$ cat src/rtl/traffic_pkg.sv
// rtl/traffic_pkg.sv - phase encoding, lamp patterns and default timings for the intersection scheduler
package traffic_pkg;

    typedef enum logic [2:0] {
        S_HG  = 3'd0,
        S_HY  = 3'd1,
        S_AR1 = 3'd2,
        S_FG  = 3'd3,
        S_FY  = 3'd4,
        S_AR2 = 3'd5
    } phase_t;

    localparam int unsigned SHORT_DEF = 5;
    localparam int unsigned LONG_DEF  = 20;

    // Lamp vectors are ordered {HR, HY, HG, FR, FY, FG}; one lamp per road is lit.
    localparam logic [5:0] LAMP_HG = 6'b001_100;
    localparam logic [5:0] LAMP_HY = 6'b010_100;
    localparam logic [5:0] LAMP_AR = 6'b100_100;
    localparam logic [5:0] LAMP_FG = 6'b100_001;
    localparam logic [5:0] LAMP_FY = 6'b100_010;

    function automatic logic [5:0] lamp_decode(input phase_t p);
        case (p)
            S_HG:    return LAMP_HG;
            S_HY:    return LAMP_HY;
            S_FG:    return LAMP_FG;
            S_FY:    return LAMP_FY;
            default: return LAMP_AR;
        endcase
    endfunction

endpackage

$ cat src/rtl/phase_timer.sv
// rtl/phase_timer.sv - shared phase timer with synchronous clear and saturating increment
module phase_timer #(
    parameter int unsigned CNT_W = 6
) (
    input  logic             clk,
    input  logic             clr,
    input  logic             en,
    output logic [CNT_W-1:0] cnt
);

    always_ff @(posedge clk) begin
        if (clr) begin
            cnt <= '0;
        end else if (en && (cnt != {CNT_W{1'b1}})) begin
            cnt <= cnt + 1'b1;
        end
    end

endmodule

$ cat src/rtl/traffic_phase_scheduler.sv
// rtl/traffic_phase_scheduler.sv - highway/farm-road phase FSM with pedestrian latch and boundary-applied timing config
module traffic_phase_scheduler #(
    parameter int unsigned CNT_W      = 6,
    parameter int unsigned SHORT_DEF  = traffic_pkg::SHORT_DEF,
    parameter int unsigned LONG_DEF   = traffic_pkg::LONG_DEF,
    parameter int unsigned ALLRED_CYC = 2
) (
    input  logic             clk,
    input  logic             rst,
    input  logic             car_i,
    input  logic             ped_req_i,
    input  logic             cfg_valid_i,
    output logic             cfg_ready_o,
    input  logic [CNT_W-1:0] cfg_short_i,
    input  logic [CNT_W-1:0] cfg_long_i,
    output logic             HR,
    output logic             HY,
    output logic             HG,
    output logic             FR,
    output logic             FY,
    output logic             FG,
    output logic             ped_walk_o,
    output logic [2:0]       phase_o
);

    import traffic_pkg::*;

    localparam logic [CNT_W-1:0] AR_LAST = CNT_W'(ALLRED_CYC - 1);

    phase_t           state;
    phase_t           state_next;
    logic [CNT_W-1:0] t;
    logic [5:0]       lamps;
    logic [CNT_W-1:0] short_act;
    logic [CNT_W-1:0] long_act;
    logic [CNT_W-1:0] short_pend;
    logic [CNT_W-1:0] long_pend;
    logic [CNT_W-1:0] short_m1;
    logic [CNT_W-1:0] long_m1;
    logic [CNT_W-1:0] short_fix;
    logic [CNT_W-1:0] long_fix;
    logic             ped_pend;
    logic             ped_hold;
    logic             enter_fg;
    logic             exit_fg;
    logic             apply_cfg;
    logic             take_cfg;
    logic             timer_clr;

    phase_timer #(.CNT_W(CNT_W)) u_timer (
        .clk (clk),
        .clr (timer_clr),
        .en  (1'b1),
        .cnt (t)
    );

    assign timer_clr = rst || (state_next != state);
    assign short_m1  = short_act - 1'b1;
    assign long_m1   = long_act - 1'b1;

    always_comb begin
        state_next = state;
        case (state)
            S_HG:    if ((t >= long_m1) && (car_i || ped_pend)) state_next = S_HY;
            S_HY:    if (t == short_m1) state_next = S_AR1;
            S_AR1:   if (t == AR_LAST) state_next = S_FG;
            S_FG:    if ((t == long_m1) || (!car_i && !ped_walk_o && (t >= short_m1)))
                         state_next = S_FY;
            S_FY:    if (t == short_m1) state_next = S_AR2;
            S_AR2:   if (t == AR_LAST) state_next = S_HG;
            default: state_next = S_HG;
        endcase
    end

    always_comb begin
        enter_fg  = (state == S_AR1) && (state_next == S_FG);
        exit_fg   = (state == S_FG) && (state_next != S_FG);
        apply_cfg = (state == S_AR2) && (state_next == S_HG) && !cfg_ready_o;
        take_cfg  = cfg_valid_i && cfg_ready_o;
        short_fix = (cfg_short_i == '0) ? CNT_W'(1) : cfg_short_i;
        long_fix  = (cfg_long_i == '0) ? CNT_W'(1) : cfg_long_i;
        if (long_fix < short_fix) long_fix = short_fix;
    end

    always_ff @(posedge clk) begin
        if (rst) begin
            state       <= S_HG;
            lamps       <= LAMP_HG;
            ped_walk_o  <= 1'b0;
            ped_pend    <= 1'b0;
            ped_hold    <= 1'b0;
            cfg_ready_o <= 1'b1;
            short_act   <= CNT_W'(SHORT_DEF);
            long_act    <= CNT_W'(LONG_DEF);
            short_pend  <= '0;
            long_pend   <= '0;
        end else begin
            state <= state_next;
            lamps <= lamp_decode(state_next);

            if (enter_fg) begin
                ped_walk_o <= ped_pend;
            end else if (exit_fg) begin
                ped_walk_o <= 1'b0;
            end

            // Requests made during farm green wait in ped_hold and re-arm ped_pend on exit.
            if (enter_fg) begin
                ped_pend <= ped_req_i;
            end else if (exit_fg) begin
                ped_pend <= ped_hold || ped_req_i;
            end else if ((state != S_FG) && ped_req_i) begin
                ped_pend <= 1'b1;
            end

            if (state == S_FG) begin
                ped_hold <= (ped_hold || ped_req_i) && !exit_fg;
            end else begin
                ped_hold <= 1'b0;
            end

            if (apply_cfg) begin
                short_act   <= short_pend;
                long_act    <= long_pend;
                cfg_ready_o <= 1'b1;
            end else if (take_cfg) begin
                short_pend  <= short_fix;
                long_pend   <= long_fix;
                cfg_ready_o <= 1'b0;
            end
        end
    end

    assign {HR, HY, HG, FR, FY, FG} = lamps;
    assign phase_o = state;

endmodule

$ cat config.mk
export PLATFORM = sky130hd
export DESIGN_NAME = traffic_phase_scheduler
export DESIGN_NICKNAME = d
export VERILOG_FILES = /design/src/rtl/traffic_pkg.sv /design/src/rtl/phase_timer.sv /design/src/rtl/traffic_phase_scheduler.sv
export SDC_FILE = /design/constraint.sdc
export NUM_CORES = 1
export LEC_CHECK = 0
export ABC_CLOCK_PERIOD_IN_PS = 3150
export CELL_PAD_IN_SITES_DETAIL_PLACEMENT = 1
export CELL_PAD_IN_SITES_GLOBAL_PLACEMENT = 2
export CORE_ASPECT_RATIO = 0.8
export CORE_MARGIN = 10
export CORE_UTILIZATION = 34
export CTS_CLUSTER_DIAMETER = 60
export CTS_CLUSTER_SIZE = 8
export DETAILED_ROUTE_END_ITERATION = 16
export PLACE_DENSITY = 0.82
export SETUP_SLACK_MARGIN = 0.2
export SLEW_MARGIN = 30
export SYNTH_ARGS = -nofsm -noshare
export SYNTH_HDL_FRONTEND = slang
export SYNTH_SLANG_ARGS = --single-unit
$ cat constraint.sdc
create_clock -name clk -period 3.15 [get_ports clk]
set_input_delay 0.63 -clock clk [delete_from_list [all_inputs] [get_ports clk]]
set_output_delay 0.63 -clock clk [all_outputs]
set_load 0.03 [all_outputs]
==> flow_metrics.tcl <==
set metrics [dict create \
    p_leak_uw 0.00119 \
    synth_edf_count 0 \
    netlist_top_cells_count "dfxtp_1, nor2_1, nand2_1" \
    dieArea_mm2 0.0109 \
    postRouteAntennaNets 0 \
    routed_via_density 5.15 \
    min_path_type "reg -> reg" \
    timing.fmax_ghz 0.379 \
    status "finished clean" \
    finish.utilization 0.414 \
    ir_worst_vdd_uv 205 \
    path_max_fanout 6 \
    setup_violations 0 \
    cts_buffer_depth 2 \
    first_pass_iters 4 \
    diodes 0 \
    hold_slack_ns 0.462 \
    io-pin-count 28 \
    post_cts_buffers 0 \
    grt_max_degree 23 \
    postSynthAreaPerCell_um2 8.63 \
    max-cap-violations 0 \
    r2r_slack_ns 0.51 \
    layout_worst_path_cycle_share 0.837 \
    root_buffer "clkbuf_8" \
    grt_pass1_wl_um 10200 \
    routed_wl_um 6110 \
    slew_headroom 0.590 \
    synthTopCellsByArea "dfxtp_1, ha_1, mux2i_1" \
    crit_type "reg -> reg" \
    worstPathArrival_ns 2.85 \
    fin_worst_skew_ns 0.00903 \
    synth_cell_types 45 \
    crit_chain "inv_1 > ha_1 > nand2_1 > xor2_1 > ha_1 > nand4_1 > nor2_1 > mux2i_1 > o32a_1 > and3_4 > nor4_2" \
    cp_common_cell "ha_1" \
    hold_violations 0 \
    hold_buffers 0 \
    yosysSeqAreaShare 0.356 \
    numCtsBuffers 5 \
    wl_per_cell_um 15.8 \
    first_global_vias 2006 \
    stdcell_count 388 \
    drive_gt1_frac 0.0664 \
    cp-end-kind "flop" \
    async_reset_ff_frac 0 \
    max_stage_delay_ns 0.39 \
    area_growth_pct 18.1 \
    dp.cells 380 \
    clk_pin_slew_ns 0.09 \
    vias 2000 \
    portBuffers 27 \
    grt.overflow.total 0 \
    ys.flop_type "dfxtp_1" \
    timing.critical_path.required_ns 3.36 \
    htreeDepth 2 \
    slew_viol_final 0 \
    ys_warn_count 0 \
    insertion_delay_ns 0.30 \
    cts_resized 0 \
    grt_usage 0.115 \
    die_x_um 114 \
    cts_sinks 43 \
    tightestPinTransition_ns 0.613 \
    start_util 0.351 \
    syn_area_mm2 0.00242 \
    die_h_um 95.4 \
    ys_seq_elements 43 \
    design.core.area_mm2 0.00689 \
    p_per_area_mw_per_mm2 403 \
    synth_area_leader_cell "dfxtp_1" \
    gp_congestion 0.798 \
    route.detailed.drc 0 \
    dr.first_iter.drc_count 117 \
    antenna_found_initial 0 \
    cts_tree "done" \
    synthesis.nets 318 \
    syn_inst 280 \
    tns_ns 0 \
    synthDominantCellAreaShare 0.356 \
    final_nets 338 \
    yosysMostFrequentCell "dfxtp_1" \
    post-dp-hpwl_um 4800 \
    rows 27 \
    startpoint_type "flop" \
    cpMaxStageDelayCell "dfxtp_1" \
    rsz0062_at_grt "false" \
    period_needed_ns 2.64 \
    power_uw 1150 \
]
stage by stage:
step	setup slack [ns]	area, um^2
2_1_floorplan	0.894	2420
3_3_place_gp	0.436	2740
3_5_place_dp	0.369	2740
4_1_cts	0.522	2850
5_1_grt	0.282	2850
6_report	0.513	2850
per-layer routing:
metal	vias to the layer above	wire length, um	track usage
li1	1030	-	-
met1	944	3160	0.158
met3	2	230	0.0308
met5	-	0	0
met2	24	2680	0.175
met4	0	35	0.0281
registers in the layout, summed over array words and instances, names as in the netlist:
name / cells
ped_walk_o: 1
cfg_ready_o: 1
ped_pend: 1
ped_hold: 1
long_act: 6
short_act: 6
short_pend: 6
u_timer.cnt: 6
long_pend: 6
phase_o: 3
lamps: 6
logic make-up (layout without fill, tap and decap cells):
family,Yosys count,after routing,share of synthesized area
flip-flops,43,43,0.356
adder cells (fa/ha/maj),21,21,0.109
multiplexers,18,18,0.0751
XOR/XNOR,11,11,0.0399
AO/OA/AOI/OAI,53,53,0.152
buffers and inverters,31,52,0.0518
AND/OR/NAND/NOR,103,103,0.216
cells in the final DEF (no fill, tap or decap), drive strengths merged, types with 7 or more instances in the layout:
| cell | netlist | layout |
|---|---|---|
| a211oi | 8 | 8 |
| a21oi | 20 | 20 |
| and3 | 7 | 7 |
| clkdlybuf4s50 | 0 | 27 |
| dfxtp | 43 | 43 |
| ha | 21 | 21 |
| inv | 15 | 15 |
| mux2i | 17 | 17 |
| nand2 | 23 | 23 |
| nor2 | 34 | 34 |
| nor3 | 8 | 8 |
| nor4 | 7 | 7 |
| xnor2 | 7 | 7 |
final cells by class:
cell class | instances | area (um^2)
fillers | 822 | 4040
multi-input cells | 206 | 1430
flip-flops and latches | 43 | 861
repair buffers | 29 | 285
well taps | 87 | 109
clock buffers | 5 | 68.8
inverters | 15 | 56.3
clock inverters | 3 | 43.8
where the power goes:
group	internal [uW]	leakage [uW]	total, uW	switching, uW
logic	63.6	0.000780	137	73.7
clock network	236	0.0000581	436	200
registers	560	0.000350	576	16.2
total	860	0.00119	1150	290
critical path, delay by kind of cell (launching register included):
family | cells | cell delay [ns]
AO/OA/AOI/OAI | 1 | 0.37
XOR/XNOR | 1 | 0.08
adder cells (fa/ha/maj) | 2 | 0.53
buffers and inverters | 1 | 0.08
flip-flops | 1 | 0.39
multiplexers | 1 | 0.11
AND/OR/NAND/NOR | 5 | 1.00
final timing paths:
kind,depth (start not counted),start,to
setup reg to reg,11,short_act[0],ped_hold
hold / removal,2,short_pend[3],short_pend[3]
hold reg to reg,2,short_pend[3],short_pend[3]
setup / recovery,11,short_act[0],ped_hold
No activity file was read; power rests on OpenSTA's default activity.
